**src/rtl/instruction_decode.sv**
```systemverilog
// instruction_decode
// Decode stage that sits directly behind instruction_fetch. It splits the
// fetched word into register indices and function fields, builds the
// sign-extended immediate, classifies the instruction format and reads both
// source operands from a 32-entry register file. Everything is then
// registered into the ID/EX boundary. imm_o and optype_o also go back to
// fetch so it can compute branch and jump targets.
//
// Ports
//   clk_i          rising-edge clock
//   rst_ni         asynchronous active-low reset (clears ID/EX and the regfile)
//   stall_i        hold the ID/EX contents
//   flush_i        load a bubble into ID/EX (wins over stall_i)
//   pc_i           PC of instruction_i
//   instruction_i  fetched instruction word
//   wb_en_i        register-file write enable
//   wb_addr_i      register-file write index
//   wb_data_i      register-file write data
//   pc_o           registered PC
//   optype_o       R/I/S/B/U/UJ class
//   rs1_addr_o, rs2_addr_o, rd_addr_o   registered register indices
//   rs1_data_o, rs2_data_o              registered operands
//   imm_o          sign-extended immediate
//   funct3_o, funct7_o                  registered function fields
//   valid_o        slot holds a real instruction
//   illegal_o      opcode is not supported

package instruction_decode_pkg;
  typedef enum logic [2:0] {
    OP_R  = 3'd0,
    OP_I  = 3'd1,
    OP_S  = 3'd2,
    OP_B  = 3'd3,
    OP_U  = 3'd4,
    OP_UJ = 3'd5
  } instruction_op_type;
endpackage

module instruction_decode
  import instruction_decode_pkg::*;
#(
  parameter int DATA_WIDTH            = 32,
  parameter int PROGRAM_ADDRESS_WIDTH = 32,
  parameter int REG_COUNT             = 32,
  localparam int IDX_W                = $clog2(REG_COUNT)
) (
  input  logic                             clk_i,
  input  logic                             rst_ni,
  input  logic                             stall_i,
  input  logic                             flush_i,
  input  logic [PROGRAM_ADDRESS_WIDTH-1:0] pc_i,
  input  logic [31:0]                      instruction_i,
  input  logic                             wb_en_i,
  input  logic [IDX_W-1:0]                 wb_addr_i,
  input  logic [DATA_WIDTH-1:0]            wb_data_i,
  output logic [PROGRAM_ADDRESS_WIDTH-1:0] pc_o,
  output instruction_op_type               optype_o,
  output logic [IDX_W-1:0]                 rs1_addr_o,
  output logic [IDX_W-1:0]                 rs2_addr_o,
  output logic [IDX_W-1:0]                 rd_addr_o,
  output logic [DATA_WIDTH-1:0]            rs1_data_o,
  output logic [DATA_WIDTH-1:0]            rs2_data_o,
  output logic [31:0]                      imm_o,
  output logic [2:0]                       funct3_o,
  output logic [6:0]                       funct7_o,
  output logic                             valid_o,
  output logic                             illegal_o
);

  logic [DATA_WIDTH-1:0] regs_q [REG_COUNT];

  instruction_op_type opType_d;
  logic               illegal_d;
  logic [31:0]        imm_d;
  logic [IDX_W-1:0]   rs1Addr_d, rs2Addr_d, rdAddr_d;
  logic [DATA_WIDTH-1:0] rs1Data_d, rs2Data_d;

  logic [PROGRAM_ADDRESS_WIDTH-1:0] pc_q;
  instruction_op_type               optype_q;
  logic [IDX_W-1:0]                 rs1Addr_q, rs2Addr_q, rdAddr_q;
  logic [DATA_WIDTH-1:0]            rs1Data_q, rs2Data_q;
  logic [31:0]                      imm_q;
  logic [2:0]                       funct3_q;
  logic [6:0]                       funct7_q;
  logic                             valid_q, illegal_q;

  // Format classification, immediate generation and index forcing.
  // Unsupported opcodes are treated as I-format with no destination.
  always_comb begin
    opType_d  = OP_I;
    illegal_d = 1'b0;
    imm_d     = '0;
    unique case (instruction_i[6:0])
      7'b0110011:                         opType_d = OP_R;
      7'b0010011, 7'b0000011, 7'b1100111: opType_d = OP_I;
      7'b0100011:                         opType_d = OP_S;
      7'b1100011:                         opType_d = OP_B;
      7'b0110111, 7'b0010111:             opType_d = OP_U;
      7'b1101111:                         opType_d = OP_UJ;
      default:                            illegal_d = 1'b1;
    endcase

    case (opType_d)
      OP_I:    imm_d = {{20{instruction_i[31]}}, instruction_i[31:20]};
      OP_S:    imm_d = {{20{instruction_i[31]}}, instruction_i[31:25], instruction_i[11:7]};
      OP_B:    imm_d = {{19{instruction_i[31]}}, instruction_i[31], instruction_i[7],
                        instruction_i[30:25], instruction_i[11:8], 1'b0};
      OP_U:    imm_d = {instruction_i[31:12], 12'b0};
      OP_UJ:   imm_d = {{11{instruction_i[31]}}, instruction_i[31], instruction_i[19:12],
                        instruction_i[20], instruction_i[30:21], 1'b0};
      default: imm_d = '0;
    endcase

    rdAddr_d  = (opType_d == OP_S || opType_d == OP_B || illegal_d) ? '0 : instruction_i[11:7];
    rs1Addr_d = (opType_d == OP_U || opType_d == OP_UJ) ? '0 : instruction_i[19:15];
    rs2Addr_d = (opType_d == OP_I || opType_d == OP_U || opType_d == OP_UJ) ? '0
                                                                             : instruction_i[24:20];
  end

  // Operand read with write-through so a same-edge writeback is not missed.
  always_comb begin
    rs1Data_d = '0;
    rs2Data_d = '0;
    if (rs1Addr_d != '0)
      rs1Data_d = (wb_en_i && wb_addr_i == rs1Addr_d) ? wb_data_i : regs_q[rs1Addr_d];
    if (rs2Addr_d != '0)
      rs2Data_d = (wb_en_i && wb_addr_i == rs2Addr_d) ? wb_data_i : regs_q[rs2Addr_d];
  end

  // Register file; x0 is never written so it always reads back as zero.
  always_ff @(posedge clk_i or negedge rst_ni) begin
    if (!rst_ni) begin
      for (int r = 0; r < REG_COUNT; r++) regs_q[r] <= '0;
    end else if (wb_en_i && wb_addr_i != '0) begin
      regs_q[wb_addr_i] <= wb_data_i;
    end
  end

  // ID/EX boundary. While stalled, a writeback to a held source register is
  // folded into the held operand so the instruction leaves with fresh data.
  always_ff @(posedge clk_i or negedge rst_ni) begin
    if (!rst_ni) begin
      pc_q <= '0; optype_q <= OP_I; rs1Addr_q <= '0; rs2Addr_q <= '0; rdAddr_q <= '0;
      rs1Data_q <= '0; rs2Data_q <= '0; imm_q <= '0; funct3_q <= '0; funct7_q <= '0;
      valid_q <= 1'b0; illegal_q <= 1'b0;
    end else if (flush_i) begin
      pc_q <= '0; optype_q <= OP_I; rs1Addr_q <= '0; rs2Addr_q <= '0; rdAddr_q <= '0;
      rs1Data_q <= '0; rs2Data_q <= '0; imm_q <= '0; funct3_q <= '0; funct7_q <= '0;
      valid_q <= 1'b0; illegal_q <= 1'b0;
    end else if (stall_i) begin
      if (wb_en_i && rs1Addr_q != '0 && wb_addr_i == rs1Addr_q) rs1Data_q <= wb_data_i;
      if (wb_en_i && rs2Addr_q != '0 && wb_addr_i == rs2Addr_q) rs2Data_q <= wb_data_i;
    end else begin
      pc_q      <= pc_i;
      optype_q  <= opType_d;
      rs1Addr_q <= rs1Addr_d;
      rs2Addr_q <= rs2Addr_d;
      rdAddr_q  <= rdAddr_d;
      rs1Data_q <= rs1Data_d;
      rs2Data_q <= rs2Data_d;
      imm_q     <= imm_d;
      funct3_q  <= instruction_i[14:12];
      funct7_q  <= instruction_i[31:25];
      valid_q   <= 1'b1;
      illegal_q <= illegal_d;
    end
  end

  assign pc_o       = pc_q;
  assign optype_o   = optype_q;
  assign rs1_addr_o = rs1Addr_q;
  assign rs2_addr_o = rs2Addr_q;
  assign rd_addr_o  = rdAddr_q;
  assign rs1_data_o = rs1Data_q;
  assign rs2_data_o = rs2Data_q;
  assign imm_o      = imm_q;
  assign funct3_o   = funct3_q;
  assign funct7_o   = funct7_q;
  assign valid_o    = valid_q;
  assign illegal_o  = illegal_q;

endmodule
```
**config.mk**
```make
export PLATFORM = sky130hd
export DESIGN_NAME = instruction_decode
export DESIGN_NICKNAME = d
export VERILOG_FILES = /design/src/rtl/instruction_decode.sv
export SDC_FILE = /design/constraint.sdc
export NUM_CORES = 2
export LEC_CHECK = 0
export ABC_CLOCK_PERIOD_IN_PS = 2160
export BUFFER_PORTS_ARGS = -buffer_cell sky130_fd_sc_hd__buf_4
export CAP_MARGIN = 20
export CORE_MARGIN = 4
export CORE_UTILIZATION = 50
export DETAILED_ROUTE_END_ITERATION = 6
export GPL_TIMING_DRIVEN = 0
export PLACE_DENSITY = 0.81
export SYNTH_ARGS = -nofsm -noshare
export SYNTH_HDL_FRONTEND = slang
export SYNTH_SLANG_ARGS = --single-unit
```
**constraint.sdc**
```tcl
create_clock -name clk_i -period 2.16 [get_ports clk_i]
set_input_delay 0.324 -clock clk_i [delete_from_list [all_inputs] [get_ports clk_i]]
set_output_delay 0.324 -clock clk_i [all_outputs]
set_load 0.03 [all_outputs]
```
==> results.toml <==
[sta]
whs_ns = -0.5645
finalCriticalPeriod_ns = 3.389
max_freq_mhz = 295.1
setup_ws_ns = -1.229
tightest_slew_ns = 1.620
report.final.slew_viol_count = 33
final-setup-viol-count = 206
maxSlewHeadroom_pct = -7.974
skew_ns = 0.02545
final.period_utilization_pct = 156.9
hold_viol_final = 151
setup_tns_ns = -61.23
rsz0062_at_grt = "true"

[global_route]
grt_overflow = 0
grt_use_met3_pct = 27.53
top_usage_layer = "met2"
grt_antenna_before_repair = 46
grt_pass1_vias = 58794
grt_pass1_wl_microns = 504000
grt_max_degree = 179
grt_util_all_layers_pct = 56.53
met1_usage_pct = 65.55
grtUsageMet2_pct = 74.06

[setup_path]
crit_type = "in -> reg"
critPathArrivalTime_ns = 4.13
cpPeakStageDelay_ns = 0.77
reg2reg_depth = 7
reg2reg_to = "rs1_data_o[11]"
crit_buf_inv = 2
critPathLaunch = "instruction_i[4]"
cp_max_fo = 6
cp_slowest_cell = "o211ai_1"
cp.required_ns = 2.91
end_kind = "flop"
crit_chain = "buf_12 -> and3b_2 -> mux2_4 -> nand3_4 -> ha_4 -> a211oi_4 -> o31ai_4 -> buf_8 -> a21o_1 -> o211ai_1 -> nand4_1 -> a21oi_4 -> a221o_1"
regToRegStartpoint = "rs1_addr_o[4]"
regToRegSetupSlack_ns = -0.54
worst_setup_path_start_kind = "input port"
cp_top_family = "compound AO/OA/AOI/OAI gates"

[power]
power.leakage_nw = 36.36
p_comb_share_pct = 25.1
netSwitchingPower_mw = 24.64
ir_drop_mv = 0.9864
pwr-share-clk_pct = 34.4
powerDensity_mw_per_mm2 = 865.5
swShare_pct = 33.82
seq_power_share_pct = 40.5
p_int_mw = 48.21

[clock_tree]
h-tree-depth = 4
cts_tree = "done"
cts.clk_slew.worst_paths_ns = 0.06
clockBufferDepth = 3
clock_sinks = 1182
cts-buffers-inserted = 139
clock_latency_ns = 0.84
root_buffer = "clkbuf_16"
cts_hold_buf = 85

[die]
initial_utilization_pct = 50.33
ios = 264
die_w_microns = 363.5
dieArea_sq_mm = 0.1321
chipHeight_microns = 363.5
fp-row-count = 130
core_sq_mm = 0.1256

[drt]
viasPerCell = 7.566
wl_per_cell_microns = 46.73
drt-total-wl_microns = 387600
first_pass_iters = 7
drt_iter0_drc = 10746
ant_nets = 0
vias = 62751
drc = 50

[logic_synthesis]
ys_seq_area_share_pct = 46.81
syn-num-nets = 5890
synth_edf_count = 0
yosys_warnings = 0
synth_seq_cells = 1182
ys_types = 63
synthArstFlopShare_pct = 100.0
syn_area_per_cell_sq_um = 10.93
synthCells = 5781
synthFlopType = "dfrtp_1"
syn_area_sq_mm = 0.06319

[cells_and_area]
drive_gt1_share_pct = 41.81
area_growth_pct = 33.20
final_cells = 8294
nNetsFinal = 6619

[run_status]
status = "finished, violations left"
violations = "design-rule violations, negative hold slack, max-capacitance violations, max-slew violations, negative setup slack"

[flow_run]
max_cap_violations = 3

[worst_hold_path]
hold_class = "in -> async"

[placed_design]
place_hpwl_microns = 270400
place_congestion = 1.096
dp_cells = 7751
port_buffers = 253
## worst reg2reg max path: stages, from the launching register on
cell,delay (ns)
dfrtp_1,0.42
xor2_1,0.17
nor3_1,0.22
nand4_1,0.13
nand2_2,0.52
clkbuf_1,0.69
o21ai_0,0.26
o221a_2,0.19
## timing repair
item	4_1_cts	5_1_grt
gates cloned	11	13
endpoints found under the setup margin	1018	317
pin swaps	192	215
gates resized for setup	1260	528
endpoints found under the hold margin	281	117
setup buffers	105	73
## how the worst max path moves through the flow
stage | endpoint | slack, ns | depth (start not counted)
final | rs2_data_o[17] | -1.23 | 13
after global routing | rs2_data_o[19] | -0.98 | 16
after CTS | rs2_data_o[17] | -0.95 | 14
after detailed placement | rs2_data_o[17] | -3.38 | 14
after global placement | regs_q[120] | -13.73 | 1
after floorplan | rs2_data_o[31] | -0.82 | 13
## cells by family (layout without fill, tap and decap cells)
group                      after synthesis  in the layout  share of synthesized area (%)
muxes                                 1546           1546                          26.46
xor gates and xnor gates                16             16                         0.2218
buffers and inverters                  651           1486                          4.035
DFF                                   1182           1182                          46.81
and+or+nand+nor                       1187           1187                          8.563
adders and majority gates                3              3                        0.05940
other                                    0             28                              0
AOI/OAI and AO/OA                     1196           1196                          13.85
## per-stage QoR
stage	area [sq um]	setup WS, ns	power [mW]	util (%)
2_1_floorplan	63470	-0.8216	36.95	-
3_3_place_gp	67430	-13.73	42.85	53.70
3_5_place_dp	68630	-3.376	43.48	54.65
4_1_cts	80600	-0.9515	69.87	64.19
5_1_grt	84110	-0.9791	74.01	66.99
6_report	84180	-1.229	72.85	67.04
## state kept, by name (all words and copies together), names as in the netlist
register and count:
rd_addr_o 5, regs_q 1024, funct3_o 3, rs1_data_o 32, funct7_o 7, rs1_addr_o 5, rs2_data_o 32, optype_o 3
pc_o 32, imm_o 32, valid_o 1, rs2_addr_o 5, illegal_o 1
## cells in the mapped netlist (9+ instances only)
library cell	count	area (sq um)
nor2_1	311	1167
a21o_1	12	90.09
o21ai_1	12	60.06
o211ai_1	25	187.7
o22ai_1	59	369.1
a211oi_1	218	1637
nand3_1	65	325.3
o221a_2	26	292.8
nor2b_1	184	1151
o21ai_0	84	420.4
a2111oi_0	73	639.4
mux2_2	993	11180
nand4_1	9	56.30
a221oi_1	180	1577
inv_1	18	67.56
a21oi_1	121	605.6
nor3_1	70	350.3
a221o_1	32	320.3
nand2b_1	10	62.56
buf_2	67	335.3
buf_1	97	364.1
a22oi_1	45	337.8
dfrtp_1	1181	29550
nand2_1	437	1640
clkbuf_1	465	1745
a211o_1	20	175.2
a22o_1	23	201.4
xnor2_1	9	78.83
o31ai_1	28	210.2
or3_1	70	437.9
a31oi_1	201	1257
mux2i_1	552	5525
## power groups by stage
stage,logic [mW],clock network (mW),registers [mW]
floorplan,8.23,0,28.7
global placement,13.6,0,29.2
detailed placement,14.1,0,29.4
CTS,16.1,24.7,29.1
global route,18.6,25.7,29.8
finish,18.3,25.0,29.5
## placed cells by master, fill, tap and decap left out, types with 30 or more instances in the layout
cell type | netlist | layout
a221oi_1 | 180 | 124
a221o_1 | 32 | 32
mux2i_1 | 552 | 530
a31oi_1 | 201 | 73
nand3_1 | 65 | 51
a22oi_1 | 45 | 31
a211oi_2 | 0 | 58
clkbuf_8 | 0 | 47
or3_1 | 70 | 35
o22ai_4 | 0 | 43
mux2_2 | 993 | 992
a31oi_4 | 0 | 80
nor3_1 | 70 | 35
clkbuf_4 | 0 | 32
clkbuf_16 | 0 | 175
clkbuf_2 | 0 | 121
dlygate4sd3_1 | 0 | 85
o21ai_0 | 84 | 74
nand2_1 | 437 | 393
clkbuf_1 | 465 | 250
buf_6 | 3 | 55
buf_16 | 0 | 30
a211oi_1 | 218 | 146
buf_4 | 0 | 375
a21oi_1 | 121 | 97
nor2_1 | 311 | 277
buf_1 | 97 | 37
nor2b_1 | 184 | 181
or3_4 | 0 | 35
dfrtp_1 | 1181 | 1181
a31oi_2 | 0 | 48
nor3_2 | 0 | 31
buf_8 | 0 | 78
a221oi_2 | 0 | 46
buf_12 | 0 | 93
## final cells by class
| type | instances | area [sq um] |
|---|---|---|
| Antenna cell | 28 | 70.07 |
| Inverter | 19 | 75.07 |
| Timing Repair Buffer | 605 | 6728 |
| Clock buffer | 206 | 4178 |
| Fill cell | 9480 | 41390 |
| Tap cell | 1650 | 2064 |
| Buffer | 615 | 4567 |
| Sequential cell | 1182 | 29580 |
| Multi-Input combinational cell | 3948 | 36350 |
| Clock inverter | 41 | 560.5 |
## per-layer routing
metal  share of wire [%]  routed length (microns)  vias to the layer above
met4                  13                    49710                       25
met5                0.18                      689                        -
met1                  33                   128700                    31246
met3                  16                    61760                     2092
met2                  38                   146700                     6447
li1                    -                        -                    22941
No activity file was read; power rests on OpenSTA's default activity.
